`src/rtl/lms_pkg.sv`:
```
// Shared constants, FSM state type and saturation helper for the LMS error stage.
package lms_pkg;

   localparam int TAPS    = 16;
   localparam int XW      = 14;
   localparam int WW      = 32;
   localparam int EW      = 32;
   localparam int Y_SHIFT = 16;
   localparam int ACCW    = 50;
   localparam int KW      = $clog2(TAPS);

   typedef enum logic [1:0] {IDLE, MAC, ERR, UPD} state_t;

   // In range when every bit above the EW-bit sign bit matches it.
   function automatic logic [EW-1:0] sat32(input logic signed [ACCW-1:0] v);
      if (v[ACCW-1:EW-1] == '0 || v[ACCW-1:EW-1] == '1)
         return v[EW-1:0];
      else if (v[ACCW-1])
         return {1'b1, {(EW-1){1'b0}}};
      else
         return {1'b0, {(EW-1){1'b1}}};
   endfunction

endpackage

```
`src/rtl/lms_tap_line.sv`:
```
// Reference-sample delay line: shifts in a new sample on accept, exposes all taps
// plus an indexed read port for the sequential MAC.
module lms_tap_line
   import lms_pkg::*;
(
   input  logic                     clk,
   input  logic                     rstn,
   input  logic                     shift_en,
   input  logic [XW-1:0]            din,
   input  logic [KW-1:0]            rd_idx,
   output logic [TAPS-1:0][XW-1:0]  taps,
   output logic [XW-1:0]            rd_data
);

   logic [TAPS-1:0][XW-1:0] taps_q, taps_d;

   // NOTE: every comb output gets its hold value first, so no path leaves it unassigned (no latch).
   always_comb begin
      taps_d = taps_q;
      if (shift_en)
         taps_d = {taps_q[TAPS-2:0], din};
   end

   // NOTE: this array is flops, not RAM, and it is cleared on reset so a mid-sample reset leaves no history.
   // NOTE: sequential state uses <= so all taps update together from the pre-edge values.
   always_ff @(posedge clk or negedge rstn) begin
      if (!rstn)
         taps_q <= '0;
      else
         taps_q <= taps_d;
   end

   assign taps    = taps_q;
   assign rd_data = taps_q[rd_idx];

endmodule

```
`src/rtl/lms_error_calc.sv`:
```
// LMS upstream stage: delay line, 16-cycle shared-multiplier FIR, saturated error,
// and the one-cycle weight_cal_state strobe for the downstream weight update.
module lms_error_calc
   import lms_pkg::*;
(
   input  logic          clk,
   input  logic          rstn,
   input  logic [XW-1:0] x_in,
   input  logic [EW-1:0] d_in,
   input  logic          in_valid,
   output logic          in_ready,
   input  logic [WW-1:0] weight_in_0,  input  logic [WW-1:0] weight_in_1,
   input  logic [WW-1:0] weight_in_2,  input  logic [WW-1:0] weight_in_3,
   input  logic [WW-1:0] weight_in_4,  input  logic [WW-1:0] weight_in_5,
   input  logic [WW-1:0] weight_in_6,  input  logic [WW-1:0] weight_in_7,
   input  logic [WW-1:0] weight_in_8,  input  logic [WW-1:0] weight_in_9,
   input  logic [WW-1:0] weight_in_10, input  logic [WW-1:0] weight_in_11,
   input  logic [WW-1:0] weight_in_12, input  logic [WW-1:0] weight_in_13,
   input  logic [WW-1:0] weight_in_14, input  logic [WW-1:0] weight_in_15,
   output logic [XW-1:0] reff_0,  output logic [XW-1:0] reff_1,
   output logic [XW-1:0] reff_2,  output logic [XW-1:0] reff_3,
   output logic [XW-1:0] reff_4,  output logic [XW-1:0] reff_5,
   output logic [XW-1:0] reff_6,  output logic [XW-1:0] reff_7,
   output logic [XW-1:0] reff_8,  output logic [XW-1:0] reff_9,
   output logic [XW-1:0] reff_10, output logic [XW-1:0] reff_11,
   output logic [XW-1:0] reff_12, output logic [XW-1:0] reff_13,
   output logic [XW-1:0] reff_14, output logic [XW-1:0] reff_15,
   output logic [EW-1:0] e,
   output logic [EW-1:0] y_out,
   output logic          weight_cal_state
);

   state_t                  state_q, state_d;
   logic [KW-1:0]           k_q, k_d;
   logic signed [ACCW-1:0]  acc_q, acc_d;
   logic [EW-1:0]           d_q, d_d, e_q, e_d, y_q, y_d;

   logic                    accept;
   logic [TAPS-1:0][WW-1:0] weights;
   logic [TAPS-1:0][XW-1:0] taps;
   logic [XW-1:0]           rd_data;
   logic signed [WW-1:0]    w_k;
   logic signed [XW-1:0]    x_k;
   logic signed [XW+WW-1:0] prod;
   logic signed [ACCW-1:0]  prod_ext;
   logic [EW-1:0]           y_sat;
   logic signed [EW:0]      e_diff;

   assign weights = {weight_in_15, weight_in_14, weight_in_13, weight_in_12,
                     weight_in_11, weight_in_10, weight_in_9,  weight_in_8,
                     weight_in_7,  weight_in_6,  weight_in_5,  weight_in_4,
                     weight_in_3,  weight_in_2,  weight_in_1,  weight_in_0};

   assign accept = in_valid && (state_q == IDLE);

   lms_tap_line u_tap_line (
      .clk      (clk),
      .rstn     (rstn),
      .shift_en (accept),
      .din      (x_in),
      .rd_idx   (k_q),
      .taps     (taps),
      .rd_data  (rd_data)
   );

   assign {reff_15, reff_14, reff_13, reff_12, reff_11, reff_10, reff_9, reff_8,
           reff_7,  reff_6,  reff_5,  reff_4,  reff_3,  reff_2,  reff_1, reff_0} = taps;

   // Full 46-bit signed product, sign-extended into the 50-bit accumulator.
   assign w_k      = weights[k_q];
   assign x_k      = rd_data;
   assign prod     = $signed({{XW{w_k[WW-1]}}, w_k}) * $signed({{WW{x_k[XW-1]}}, x_k});
   assign prod_ext = {{(ACCW-XW-WW){prod[XW+WW-1]}}, prod};

   // Error uses the already-saturated y, computed one bit wider than EW.
   assign y_sat  = sat32(acc_q >>> Y_SHIFT);
   assign e_diff = $signed({d_q[EW-1], d_q}) - $signed({y_sat[EW-1], y_sat});

   always_comb begin
      state_d = state_q;
      k_d     = k_q;
      acc_d   = acc_q;
      d_d     = d_q;
      e_d     = e_q;
      y_d     = y_q;
      case (state_q)
         IDLE: if (in_valid) begin
            state_d = MAC;
            k_d     = '0;
            acc_d   = '0;
            d_d     = d_in;
         end
         MAC: begin
            acc_d = acc_q + prod_ext;
            k_d   = k_q + 1'b1;
            if (k_q == KW'(TAPS-1))
               state_d = ERR;
         end
         ERR: begin
            y_d     = y_sat;
            e_d     = sat32({{(ACCW-EW-1){e_diff[EW]}}, e_diff});
            state_d = UPD;
         end
         UPD:     state_d = IDLE;
         default: state_d = IDLE;
      endcase
   end

   always_ff @(posedge clk or negedge rstn) begin
      if (!rstn) begin
         state_q <= IDLE;
         k_q     <= '0;
         acc_q   <= '0;
         d_q     <= '0;
         e_q     <= '0;
         y_q     <= '0;
      end else begin
         state_q <= state_d;
         k_q     <= k_d;
         acc_q   <= acc_d;
         d_q     <= d_d;
         e_q     <= e_d;
         y_q     <= y_d;
      end
   end

   assign in_ready         = (state_q == IDLE);
   assign weight_cal_state = (state_q == UPD);
   assign e                = e_q;
   assign y_out            = y_q;

endmodule

```
`config.mk`:
```
export PLATFORM = sky130hd
export DESIGN_NAME = lms_error_calc
export DESIGN_NICKNAME = d
export VERILOG_FILES = /design/src/rtl/lms_pkg.sv /design/src/rtl/lms_tap_line.sv /design/src/rtl/lms_error_calc.sv
export SDC_FILE = /design/constraint.sdc
export NUM_CORES = 2
export LEC_CHECK = 0
export ABC_AREA = 1
export CAP_MARGIN = 20
export CORE_ASPECT_RATIO = 0.9
export CORE_UTILIZATION = 31
export CTS_BUF_LIST = sky130_fd_sc_hd__clkbuf_2
export DETAILED_ROUTE_END_ITERATION = 16
export PLACE_DENSITY = 0.55
export SYNTH_ARGS = -nofsm -noshare
export SYNTH_HDL_FRONTEND = slang
export SYNTH_SLANG_ARGS = --single-unit
export TNS_END_PERCENT = 30
```
`constraint.sdc`:
```
create_clock -name clk -period 6.9 [get_ports clk]
set_input_delay 0.69 -clock clk [delete_from_list [all_inputs] [get_ports clk]]
set_output_delay 0.69 -clock clk [all_outputs]
set_load 0.01 [all_outputs]
```
==> flow_metrics.tcl <==
set metrics [dict create \
    num_vias 44600 \
    regArea_mm2 0.00942 \
    die_h_um 352 \
    status "finished with violations" \
    netlist_area_mm2 0.0421 \
    post_drt_wl_per_cell_um 23.9 \
    yosysWarnings 0 \
    crit_path_top_delay_cell "dfrtp_4" \
    drt_first_iter_violations 3682 \
    ys_ff_latch 376 \
    multi_input_area_mm2 0.0290 \
    gr-total-overflow 0 \
    coreArea_mm2 0.134 \
    die_width_um 391 \
    post_synth_fa_ha_maj_area_fraction_pct 28.2 \
    tightest_slew_ps 1080 \
    async_flop_share_pct 100 \
    grt_usage_pct 30.5 \
    grt_pass1_vias 44700 \
    fin_skew_ps 223 \
    cts_sinks 376 \
    nets 8229 \
    port_buffers 850 \
    synthSimpleGateAreaFrac_pct 17.8 \
    critical_path_class "register to register" \
    hp-class "input pin to register" \
    synth_nets 6841 \
    setup_tns_ps -10320 \
    final_util_pct 46.3 \
    synth_top_family_by_area "adder cells" \
    rsz0062_at_grt "yes" \
    drt_wl_total_um 214000 \
    numCtsBuffers 103 \
    postSynthAreaPerCell_um2 7.49 \
    final.period_utilization_pct 105 \
    drtPass1Iterations 6 \
    clk_latency_ps 1340 \
    max_slew_margin_pct 28.0 \
    cap_viol_max_count 0 \
    h-tree-depth 3 \
    antenna_found_initial 41 \
    syn_inst 5624 \
    rows 127 \
    dieArea_mm2 0.137 \
    endpoint_kind "register" \
    root_buffer "clkbuf_2" \
    path_clk_slew_ps 110 \
    start_kind "register" \
    clock_path_buffers 3 \
    max_stage_delay_ps 610 \
    gp_congestion 0.993 \
    area_delta_synth_final_pct 47.2 \
    postRouteAntennaNets 0 \
    start_util_pct 31.4 \
    vias_per_cell 5.00 \
    drc_errors 0 \
    synth.distinct_cells 41 \
    path_max_fanout 8 \
    dpl_cell_area_mm2 0.0576 \
    slew_viol_final 0 \
    synth_compound_area_share_pct 15.5 \
    grt_max_degree 152 \
    cp.required_ps 7990 \
    setup_violations 39 \
    dp_hpwl_um 176000 \
    synth_seq_area_share_pct 22.3 \
    hold_violations 0 \
    fmax_ghz 0.137 \
    synthXorXnorAreaFrac_pct 0.520 \
    placedCellCount 8640 \
    cp_common_cell "nand2_1" \
    stdcell_count 8926 \
    fillers 13500 \
    worstPathArrival_ps 8370 \
    synth_ff_type "dfrtp_1" \
    synth_mux_area_share_pct 1.95 \
    violations "setup timing" \
    final_area_mm2 0.0620 \
    pin_count 851 \
    synth_edf_count 0 \
    setup_slack_ps -379 \
    cts_tree "yes" \
    grt_pass1_wl_um 304000 \
    drive_gt1_share_pct 20.3 \
    fin_crit_ps 7280 \
]
layout by cell type, fill, tap and decap left out, drive strengths merged, types with 2 or more instances in the layout:
cell type,count
a21boi,3
a21o,9
a21oi,312
a22o,3
a31oi,2
buf,716
bufbuf,6
clkbuf,173
clkdlybuf4s50,849
clkinv,14
clkinvlp,2
dfrtp,376
diode,30
dlygate4sd3,8
fa,492
ha,164
inv,1139
mux2,73
nand2,1093
nand3,205
nand3b,8
nand4,24
nor2,525
nor3,22
nor4,5
o211ai,33
o21a,2
o21ai,645
o21bai,17
o221ai,99
o22ai,36
o31ai,2
or2,5
xnor2,7
xor2,18
Yosys cell counts, drive strengths merged (33+ instances only):
library cell  number  area, µm²
fa               492       9850
buf              157        898
inv             1138       4270
o221ai            99        867
ha               164       2050
o211ai            33        248
o21ai            645       3230
mux2              73        822
nand2           1093       4110
o22ai             36        225
a21oi            312       1690
clkbuf           147        552
dfrtp            376       9410
nor2             525       1980
nand3            205       1030
final timing paths:
| check | endpoint | depth (start not counted) | slack (ps) | start |
|---|---|---|---|---|
| setup reg to reg | acc_q[23] | 36 | -380 | k_q[0] |
| max in group asynchronous | y_out[20] | 4 | 4990 | rstn |
| hold / removal | u_tap_line.taps[0] | 2 | 130 | x_in[0] |
| min in group asynchronous | u_tap_line.taps[164] | 3 | 580 | rstn |
| setup / recovery | acc_q[23] | 36 | -380 | k_q[0] |
| hold reg to reg | y_out[23] | 2 | 490 | y_out[23] |
critical path, delay by kind of cell (launching register included):
kind,cells,cell delay [ps]
adder cells (fa/ha/maj),7,3290
flip-flops,1,610
AO/OA/AOI/OAI,4,970
buffers and inverters,13,1270
AND/OR/NAND/NOR,12,930
state kept, by name, indices dropped and copies added, names as in the netlist:
signal / cells
y_out: 32
u_tap_line.taps: 224
e: 32
acc_q: 50
k_q: 4
state_q: 2
d_q: 32
stage by stage:
step / setup WS [ps] / hold WS (ps)
after floorplan: 146 / 394
after global placement: -861 / 467
after detailed placement: -883 / 477
after CTS: -346 / 2.78
after global routing: -599 / 65.1
final: -379 / 129
routing by layer:
metal | GRT usage, % | wire, µm
met1 | 40.7 | 90900
met4 | 14.1 | 10500
met5 | 0.280 | 119
met3 | 5.93 | 17200
met2 | 47.5 | 95000
layout make-up:
class,count,area share (%)
clock buffers,166,1.34
diodes,30,0.121
clock inverters,17,0.226
well taps,1806,3.64
repair inverters,1,0.0484
repair buffers,1586,25.7
inverters,1138,6.93
flip-flops and latches,376,15.2
multi-input cells,3806,46.8
logic make-up (layout without fill, tap and decap cells):
| kind of cell | Yosys count | after routing |
|---|---|---|
| muxes | 73 | 73 |
| adders and majority gates | 656 | 656 |
| buffers and inverters | 1442 | 2908 |
| DFF | 376 | 376 |
| AOI/OAI and AO/OA | 1163 | 1163 |
| and+or+nand+nor | 1889 | 1889 |
| other | 0 | 30 |
| xor gates and xnor gates | 25 | 25 |
what timing repair did:
item / in CTS / in global routing
endpoints found under the hold margin: 91 / 0
setup endpoints to repair: 41 / 42
setup buffers: 31 / 15
pin swaps: 92 / 131
resized for setup: 329 / 311
hold buffers: 9 / 0
gates cloned: 11 / 7
Power is not shown: default switching activity piles up to over one toggle a cycle in this logic, so the estimate is an artifact.
